--- src/rtl/alu_mon_pkg.sv ---
// Shared constants for the ALU trojan monitor: opcodes, FSM
// encoding and the width of one logged mismatch entry.
package alu_mon_pkg;

    localparam logic [1:0] OP_ADD = 2'b00;
    localparam logic [1:0] OP_SUB = 2'b01;
    localparam logic [1:0] OP_AND = 2'b10;
    localparam logic [1:0] OP_OR  = 2'b11;

    localparam logic [1:0] ST_IDLE    = 2'b00;
    localparam logic [1:0] ST_MONITOR = 2'b01;
    localparam logic [1:0] ST_ALARM   = 2'b10;

    // {op, a, b, res, cout}
    localparam int LOG_W = 15;

endpackage

--- src/rtl/alu_trojan_monitor_golden.sv ---
// alu_golden: combinational reference ALU for the monitor.
// Ports: op, a, b in; exp_res, exp_cout out (carry/borrow).
module alu_golden
    import alu_mon_pkg::*;
(
    input  logic [1:0] op,
    input  logic [3:0] a,
    input  logic [3:0] b,
    output logic [3:0] exp_res,
    output logic       exp_cout
);

    always_comb begin
        exp_res  = '0;
        exp_cout = 1'b0;
        unique case (op)
            OP_ADD: {exp_cout, exp_res} = {1'b0, a} + {1'b0, b};
            OP_SUB: begin
                exp_res  = a - b;
                exp_cout = (a < b);
            end
            OP_AND: exp_res = a & b;
            OP_OR:  exp_res = a | b;
        endcase
    end

endmodule

--- src/rtl/alu_trojan_monitor.sv ---
// alu_trojan_monitor: checks each ALU transaction against alu_golden,
// counts mismatches, captures the first one and raises a sticky alarm.
// Ports: clk, rst (sync, high), en, clear, valid_in, op, a, b, res,
// cout in; mismatch, alarm, txn_cnt, mis_cnt, cap_*, state out.
// ALU_MON_LOG_EN adds a 4-entry mismatch FIFO: log_pop in;
// log_data, log_empty, log_full, log_ovf (sticky) out.
module alu_trojan_monitor
    import alu_mon_pkg::*;
#(
    parameter int ALARM_THRESH = 1,
    parameter int CNT_W        = 8
) (
    input  logic             clk,
    input  logic             rst,
    input  logic             en,
    input  logic             clear,
    input  logic             valid_in,
    input  logic [1:0]       op,
    input  logic [3:0]       a,
    input  logic [3:0]       b,
    input  logic [3:0]       res,
    input  logic             cout,
`ifdef ALU_MON_LOG_EN
    input  logic             log_pop,
    output logic [LOG_W-1:0] log_data,
    output logic             log_empty,
    output logic             log_full,
    output logic             log_ovf,
`endif
    output logic             mismatch,
    output logic             alarm,
    output logic [CNT_W-1:0] txn_cnt,
    output logic [CNT_W-1:0] mis_cnt,
    output logic [1:0]       cap_op,
    output logic [3:0]       cap_a,
    output logic [3:0]       cap_b,
    output logic [3:0]       cap_res,
    output logic             cap_cout,
    output logic [1:0]       state
);

    localparam logic [CNT_W-1:0] CNT_MAX = '1;
    localparam logic [CNT_W-1:0] THRESH  = CNT_W'(ALARM_THRESH);

    logic             s1_valid;
    logic [1:0]       s1_op;
    logic [3:0]       s1_a;
    logic [3:0]       s1_b;
    logic [3:0]       s1_res;
    logic             s1_cout;
    logic [3:0]       exp_res;
    logic             exp_cout;
    logic             sample;
    logic             hit;
    logic             captured;
    logic [CNT_W-1:0] mis_nxt;
    logic [1:0]       state_nxt;

    alu_golden u_golden (
        .op       (s1_op),
        .a        (s1_a),
        .b        (s1_b),
        .exp_res  (exp_res),
        .exp_cout (exp_cout)
    );

    assign sample = valid_in &&
                    (state == ST_MONITOR || state == ST_ALARM);
    assign hit    = s1_valid &&
                    (s1_res != exp_res || s1_cout != exp_cout);
    assign alarm  = (state == ST_ALARM);

    always_comb begin
        mis_nxt = mis_cnt;
        if (hit && mis_cnt != CNT_MAX)
            mis_nxt = mis_cnt + CNT_W'(1);
    end

    // Reaching the threshold wins over en falling in the same cycle.
    always_comb begin
        state_nxt = state;
        case (state)
            ST_IDLE:    if (en) state_nxt = ST_MONITOR;
            ST_MONITOR: begin
                if (hit && mis_nxt >= THRESH) state_nxt = ST_ALARM;
                else if (!en)                 state_nxt = ST_IDLE;
            end
            ST_ALARM:   state_nxt = ST_ALARM;
            default:    state_nxt = ST_IDLE;
        endcase
    end

    always_ff @(posedge clk) begin
        if (rst || clear) begin
            state    <= ST_IDLE;
            s1_valid <= 1'b0;
            s1_op    <= '0;
            s1_a     <= '0;
            s1_b     <= '0;
            s1_res   <= '0;
            s1_cout  <= 1'b0;
            mismatch <= 1'b0;
            txn_cnt  <= '0;
            mis_cnt  <= '0;
            captured <= 1'b0;
            cap_op   <= '0;
            cap_a    <= '0;
            cap_b    <= '0;
            cap_res  <= '0;
            cap_cout <= 1'b0;
        end else begin
            state    <= state_nxt;
            s1_valid <= sample;
            if (sample) begin
                s1_op   <= op;
                s1_a    <= a;
                s1_b    <= b;
                s1_res  <= res;
                s1_cout <= cout;
            end
            mismatch <= hit;
            mis_cnt  <= mis_nxt;
            if (s1_valid && txn_cnt != CNT_MAX)
                txn_cnt <= txn_cnt + CNT_W'(1);
            if (hit && !captured) begin
                captured <= 1'b1;
                cap_op   <= s1_op;
                cap_a    <= s1_a;
                cap_b    <= s1_b;
                cap_res  <= s1_res;
                cap_cout <= s1_cout;
            end
        end
    end

`ifdef ALU_MON_LOG_EN
    logic [LOG_W-1:0] fifo [4];
    logic [1:0]       wr_ptr;
    logic [1:0]       rd_ptr;
    logic [2:0]       count;
    logic             pop;
    logic             do_push;

    // A full FIFO still accepts a push when a pop frees a slot.
    assign pop       = log_pop && count != 3'd0;
    assign do_push   = hit && (count != 3'd4 || pop);
    assign log_data  = fifo[rd_ptr];
    assign log_empty = (count == 3'd0);
    assign log_full  = (count == 3'd4);

    always_ff @(posedge clk) begin
        if (do_push && !rst && !clear)
            fifo[wr_ptr] <= {s1_op, s1_a, s1_b, s1_res, s1_cout};
    end

    always_ff @(posedge clk) begin
        if (rst || clear) begin
            wr_ptr  <= '0;
            rd_ptr  <= '0;
            count   <= '0;
            log_ovf <= 1'b0;
        end else begin
            if (do_push) wr_ptr <= wr_ptr + 2'd1;
            if (pop)     rd_ptr <= rd_ptr + 2'd1;
            if (hit && !do_push) log_ovf <= 1'b1;
            count <= count + 3'(do_push) - 3'(pop);
        end
    end
`endif

endmodule

--- config.mk ---
export PLATFORM = sky130hd
export DESIGN_NAME = alu_trojan_monitor
export DESIGN_NICKNAME = d
export VERILOG_FILES = /design/src/rtl/alu_mon_pkg.sv /design/src/rtl/alu_trojan_monitor_golden.sv /design/src/rtl/alu_trojan_monitor.sv
export SDC_FILE = /design/constraint.sdc
export NUM_CORES = 1
export LEC_CHECK = 0
export CAP_MARGIN = 15
export CORE_ASPECT_RATIO = 1.1
export CORE_MARGIN = 1
export CORE_UTILIZATION = 30
export DETAILED_ROUTE_END_ITERATION = 8
export PLACE_DENSITY_LB_ADDON = 0.12
export SLEW_MARGIN = 5
export SYNTH_ARGS = -nofsm -noshare
export SYNTH_HDL_FRONTEND = slang
export SYNTH_SLANG_ARGS = --single-unit
export TNS_END_PERCENT = 100
--- constraint.sdc ---
create_clock -name clk -period 3.84 [get_ports clk]
set_clock_uncertainty 0.2 [all_clocks]
set_input_delay 0.768 -clock clk [delete_from_list [all_inputs] [get_ports clk]]
set_output_delay 0.768 -clock clk [all_outputs]
set_load 0.1 [all_outputs]
# Word level (Yosys, flattened, before mapping)
# Index checks and enable logic that the tools add are counted.
# classes
bitwise_logic,2
eq_ne,11
reduce_logical,13
magnitude_cmp,2
add_sub_neg,4
mux,7
# op_table
cell,count
"8-bit by 1-bit adder with 8-bit output, second input constant",2
"8-bit inequality test, second input constant",2
4-bit one-hot mux with 4 select lines,1
"8-bit by 1-bit greater-or-equal comparator with 1-bit output, second input constant",1
8-bit two-way mux,1
"2-bit == test, second input constant",3
1-bit logical AND,6
2-bit two-way mux,3
2-bit one-hot mux with 3 select lines,1
4-bit by 4-bit adder with 5-bit output,1
4-bit AND,1
"2-bit by 1-bit == test with 1-bit output, second input constant",2
2-bit logical NOT,2
4-bit less-than comparator,1
4-bit inequality test,1
4-bit bitwise OR,1
4-bit subtractor,1
1-bit logical OR,3
"3-bit by 2-bit inequality test with 1-bit output, second input constant",1
"2-bit inequality test, second input constant",1
1-bit one-hot mux with 2 select lines,1
2-bit AND reduction,1
1-bit logical NOT,1
1-bit inequality test,1
# totals
input_bits,20
reg_bits,51
wordCells,55

# Logic depth before layout (Yosys ltp)
# logic_depth
depth_word,11
depth_mapped,12

# Modules after synthesis
# A second synthesis with hierarchy kept.
# unflattened
hier_cells,329
area_unflattened_um2,2725.1
# by_module_without_submodules
mod,cells_each,instances,area_per_inst_um2
alu_trojan_monitor,267,1,2239.6
alu_golden,62,1,485.5

# Worst setup path after synthesis
# No wires, ideal clock.
# synth_timing
path_kind,register -> register
start,reg mis_cnt[0]
end,reg state[1]
t_arrival_ns,2.586
path_buffers,0
slack_ns,0.926
period_less_slack_ns,2.914
stages_incl_launch_ff,9
cell_sequence,dfxtp_1 > ha_1 > and4_1 > a31oi_1 > a32oi_1 > o31ai_1 > a31oi_1 > mux2i_1 > nor2_1
# synth_via
elab_chain_cells,7
word_cells_on_any_way,10
classes_between,1 x add/sub; 1 x order compare; 2 x eq/ne; 3 x mux; 3 x reduce/logical
# synth_rtl
element,line_no,text
from (decl),alu_trojan_monitor.sv:33,"output logic [CNT_W-1:0] mis_cnt,"
from (signal assigned),alu_trojan_monitor.sv:122,mis_cnt <= mis_nxt;
branches (longest 2 deep; another with 8-bit by 1-bit adder with 8-bit output),-,
8-bit two-way mux (*),alu_trojan_monitor.sv:75,if (hit && mis_cnt != CNT_MAX)
8-bit by 1-bit greater-or-equal comparator with 1-bit output (*),alu_trojan_monitor.sv:85,if (hit && mis_nxt >= THRESH) state_nxt = ST_ALARM;
1-bit logical AND (*),alu_trojan_monitor.sv:85,
2-bit two-way mux or 3-bit by 2-bit inequality test with 1-bit output (tied branches),-,
2-bit one-hot mux with 3 select lines or 2-bit AND reduction (tied branches),-,
to (signal assigned),alu_trojan_monitor.sv:112,state <= state_nxt;
to (decl),alu_trojan_monitor.sv:39,output logic [1:0] state
# Every way passes the cells marked *.
# A chain may end at the register's enable or synchronous reset.

# Worst setup path in the final report
# layout_timing
start,reg s1_b[0]
end,reg mis_cnt[4]
# layout_via
elab_chain_cells,7
word_cells_on_any_way,13
classes_between,2 x add/sub; 1 x order compare; 2 x eq/ne; 3 x mux; 2 x bitwise; 3 x reduce/logical
# layout_rtl
element,line_no,text
from (decl),alu_trojan_monitor.sv:48,logic [3:0] s1_b;
from (signal assigned),alu_trojan_monitor.sv:99,s1_b <= '0;
from (signal assigned),alu_trojan_monitor.sv:117,s1_b <= b;
4-bit subtractor (tied with other cells),alu_trojan_monitor_golden.sv:19,exp_res = a - b;
4-bit one-hot mux with 4 select lines or 1-bit one-hot mux with 2 select lines (tied branches),alu_trojan_monitor_golden.sv:16,unique case (op)
4-bit inequality test or 1-bit inequality test (tied branches),alu_trojan_monitor.sv:70,(s1_res != exp_res || s1_cout != exp_cout);
1-bit logical OR (*),alu_trojan_monitor.sv:70,
1-bit logical AND (*),alu_trojan_monitor.sv:69,assign hit = s1_valid &&
1-bit logical AND (*),alu_trojan_monitor.sv:75,
8-bit two-way mux (*),alu_trojan_monitor.sv:75,
# Mark *: on every way between the ends. The rest lies on a longest branch, timed or not.

==> results.md <==
* I/O Buffers at 54
* Drt wl/cell at 13.6 µm
* Clk sinks at 51
* Clock buffer depth at 2
* Initial antenna violation count at 0
* Mean post-synth cell area at 8.15 µm²
* Final hold vios at 0
* FMAX at 0.314 GHz
* Crit-path most repeated cell: xnor2_1
* Finish-stage setup viols at 0
* Critical path type: reg2reg
* Worst min path class: reg2reg
* Initial Util at 31.6%
* DRT Pass-1 Iters at 4
* CTS Hold Bufs at 0
* Routed wire length at 6850 µm
* Seq cells post-synth at 51
* Global route total overflow at 0
* Die height at 104 µm
* Combinational fraction of design power at 7.8%
* TritonCTS buffer count at 5
* Startpoint Class: flop
* Tcrit/Tclk final at 82.8%
* Total Die Area at 9870 µm²
* Final min period at 3.18 ns
* PostCTS Resize Cnt at 0
* Worst-path cell chain: ha_1 -> inv_1 -> fa_1 -> xnor2_1 -> mux4_2 -> xnor2_1 -> o211a_1 -> a31oi_4 -> a31oi_1 -> a41o_1
* Slew HR at 34.8%
* Critical path arrival at 3.19 ns
* RePlAce Congestion at 0.790
* Post-synth top cells: 60 x nand2_1, 51 x dfxtp_1, 27 x a21oi_1
* Min-Delay Endpoint: cap_a[3]$_SDFFE_PP0P_
* LEAKAGE at 1.23 nW
* CP startpoint: s1_b[0]$_SDFFE_PP0P_
* Clk network pwr share at 38.5%
* DP HPWL at 4900 µm
* Initial DRC Count at 108
* RSZ-0062 raised after global routing: no
* CORE AREA at 9010 µm²
* Vias in the first global route at 2178
* Antenna Nets Post-Route at 0
* Pwr dens at 282 nW/µm²
* Clock-pin slew of the registers on the worst-case setup and hold paths at 0.10 ns
* Hold_sp: cap_a[3]$_SDFFE_PP0P_
* Max FO, Critical Path at 17
* Synth Net Count at 389
* Distinct cells, synth at 52
* Width of the die at 94.8 µm
* Status: finished clean
* Largest net degree at the start of global routing at 41
* CTS H-tree lvls at 2
* CTS root buf: clkbuf_8
* Setup TNS at 0 ns
* Total GRT Usage at 14.3%
* Seq/Total Area, Yosys at 35.9%
* Ys Warns at 0
* CP max stage delay at 0.47 ns
* Crit. End Element: flop
* Internal at 0.000759 W
* Via density at 4.85
* Max cap viols at 0
* Worst R2R End: mis_cnt[4]$_SDFF_PP0_
* Slew @ Worst Pin at 0.975 ns
* Post-synth ARST share at 0%
* Reg2Reg Setup Slack at 0.66 ns
* Top FF cell, synth: dfxtp_1
* CTS tree: done
* EDFF count, synth at 0
* Share of layout cells above drive strength 1 at 6.65%
* Total vias in the final route at 2448
* Area growth, synth to finish at 24.4%
* Synthesized cell area at 2840 µm²
* Psw at 0.000238 W
* Slowest cell on crit path: mux4_2
* Num rows at 36
* Share of the synthesized area in the top cell type at 35.9%
* # diodes at 0
* DRC Markers at 0
* Hold_ws at 0.253 ns
* Synth area leaders: dfxtp_1 36%, ha_1 7.9%, nand2_1 7.9%, a21oi_1 4.8%, nand3_1 3.3%
* Final slew viol count at 0
* Critical Path RT at 3.85 ns
* Top-count cell post-synth: nand2_1
* Sw Ratio at 23.9%
* Worst vdd ir at 147 µV
* Io pins at 55
* Cells after Synth at 349
* Skew-Pair Late Insertion Delay at 0.31 ns
* Seq pwr share at 53.7%
* R2r startpoint: s1_b[0]$_SDFFE_PP0P_
* Cell taking the most area after synthesis: dfxtp_1
* Post-CTS setup buffers at 0
* Worst-case reg-to-reg path depth at 10
* First-pass GRT wire length at 11200 µm
* Hold Path Depth at 2
* Final #Nets at 430
## registers in the layout (all words and copies together) (netlist names)
name and cells:
mis_cnt 8, txn_cnt 8, cap_a 4, cap_b 4, cap_res 4, s1_a 4
s1_b 4, s1_res 4, cap_op 2, s1_op 2, state 2, cap_cout 1
captured 1, mismatch 1, s1_cout 1, s1_valid 1
## power by group through the flow
stage	registers, W	logic, W	clock network, W
6_report	0.000536	0.0000776	0.000384
5_1_grt	0.000537	0.0000854	0.000415
4_1_cts	0.000536	0.0000786	0.000400
3_5_place_dp	0.000548	0.0000782	0
3_3_place_gp	0.000548	0.0000772	0
2_1_floorplan	0.000552	0.0000414	0
## final cells by class
class	count	area, µm²
Sequential cell	51	1020
Clock buffer	5	68.8
Tap cell	114	143
Multi-Input combinational cell	256	1640
Fill cell	949	5470
Clock inverter	3	43.8
Timing Repair Buffer	56	543
Inverter	20	75.1
## per-layer routing
metal	routed length, µm	GRT usage [%]	vias up
met5	0	0	-
met4	114	4.33	0
met3	280	2.78	7
met2	2880	20.4	50
met1	3570	21.3	1094
li1	-	-	1297
## through the flow
| step | power, W | cells | area [µm²] | utilization (%) | setup WS (ns) |
|---|---|---|---|---|---|
| floorplan | 0.000593 | 349 | 2840 | - | 0.926 |
| global placement | 0.000626 | 497 | 3420 | 38.0 | 0.763 |
| detailed placement | 0.000626 | 497 | 3420 | 38.0 | 0.702 |
| CTS | 0.00101 | 505 | 3540 | 39.3 | 0.686 |
| global route | 0.00104 | 505 | 3540 | 39.3 | 0.455 |
| finish | 0.000997 | 505 | 3540 | 39.3 | 0.660 |
## layout by cell type, fill, tap and decap left out, types with 2 or more instances in the layout
cell / instances
a21oi_1: 27
a221oi_2: 2
a31o_1: 3
a31oi_1: 7
a41o_1: 4
and2_1: 3
and4_1: 2
buf_4: 7
clkbuf_8: 5
clkdlybuf4s50_1: 49
dfxtp_1: 51
fa_1: 2
ha_1: 18
inv_1: 19
mux2i_1: 5
mux4_2: 2
nand2_1: 60
nand2b_1: 7
nand3_1: 19
nand4_1: 7
nor2_1: 22
nor2b_1: 3
nor3_1: 5
nor3b_1: 2
o211ai_1: 2
o21ai_0: 3
o21ai_1: 15
or3_1: 4
or4_1: 2
xnor2_1: 6
xor2_1: 4
## kinds of logic (layout without fill, tap and decap cells)
family	count (synthesis)	count (layout)	share of synthesized area [%]
adders and majority gates	20	20	9.33
muxes	7	7	3.35
and+or+nand+nor	144	144	24.1
buffers and inverters	42	84	6.43
AOI/OAI and AO/OA	75	75	17.8
xor gates and xnor gates	10	10	3.08
DFF	51	51	35.9
## worst max path at each step
stage	end	slack (ns)	depth (start not counted)
2_1_floorplan	state[1]$_SDFFE_PP0P_	0.93	8
3_3_place_gp	mis_cnt[4]$_SDFF_PP0_	0.76	11
3_5_place_dp	mis_cnt[4]$_SDFF_PP0_	0.70	10
4_1_cts	mis_cnt[4]$_SDFF_PP0_	0.69	10
5_1_grt	mis_cnt[6]$_SDFF_PP0_	0.45	10
6_report	mis_cnt[4]$_SDFF_PP0_	0.66	10
## worst max-delay path: cells and delay by family (launching register included)
family	cells	cell delay, ns
fa+ha+maj	2	0.63
xor+xnor	2	0.29
compound gates	4	1.01
flops	1	0.41
buf+inv	1	0.06
mux	1	0.47
Power figures use the tool's default switching activity.
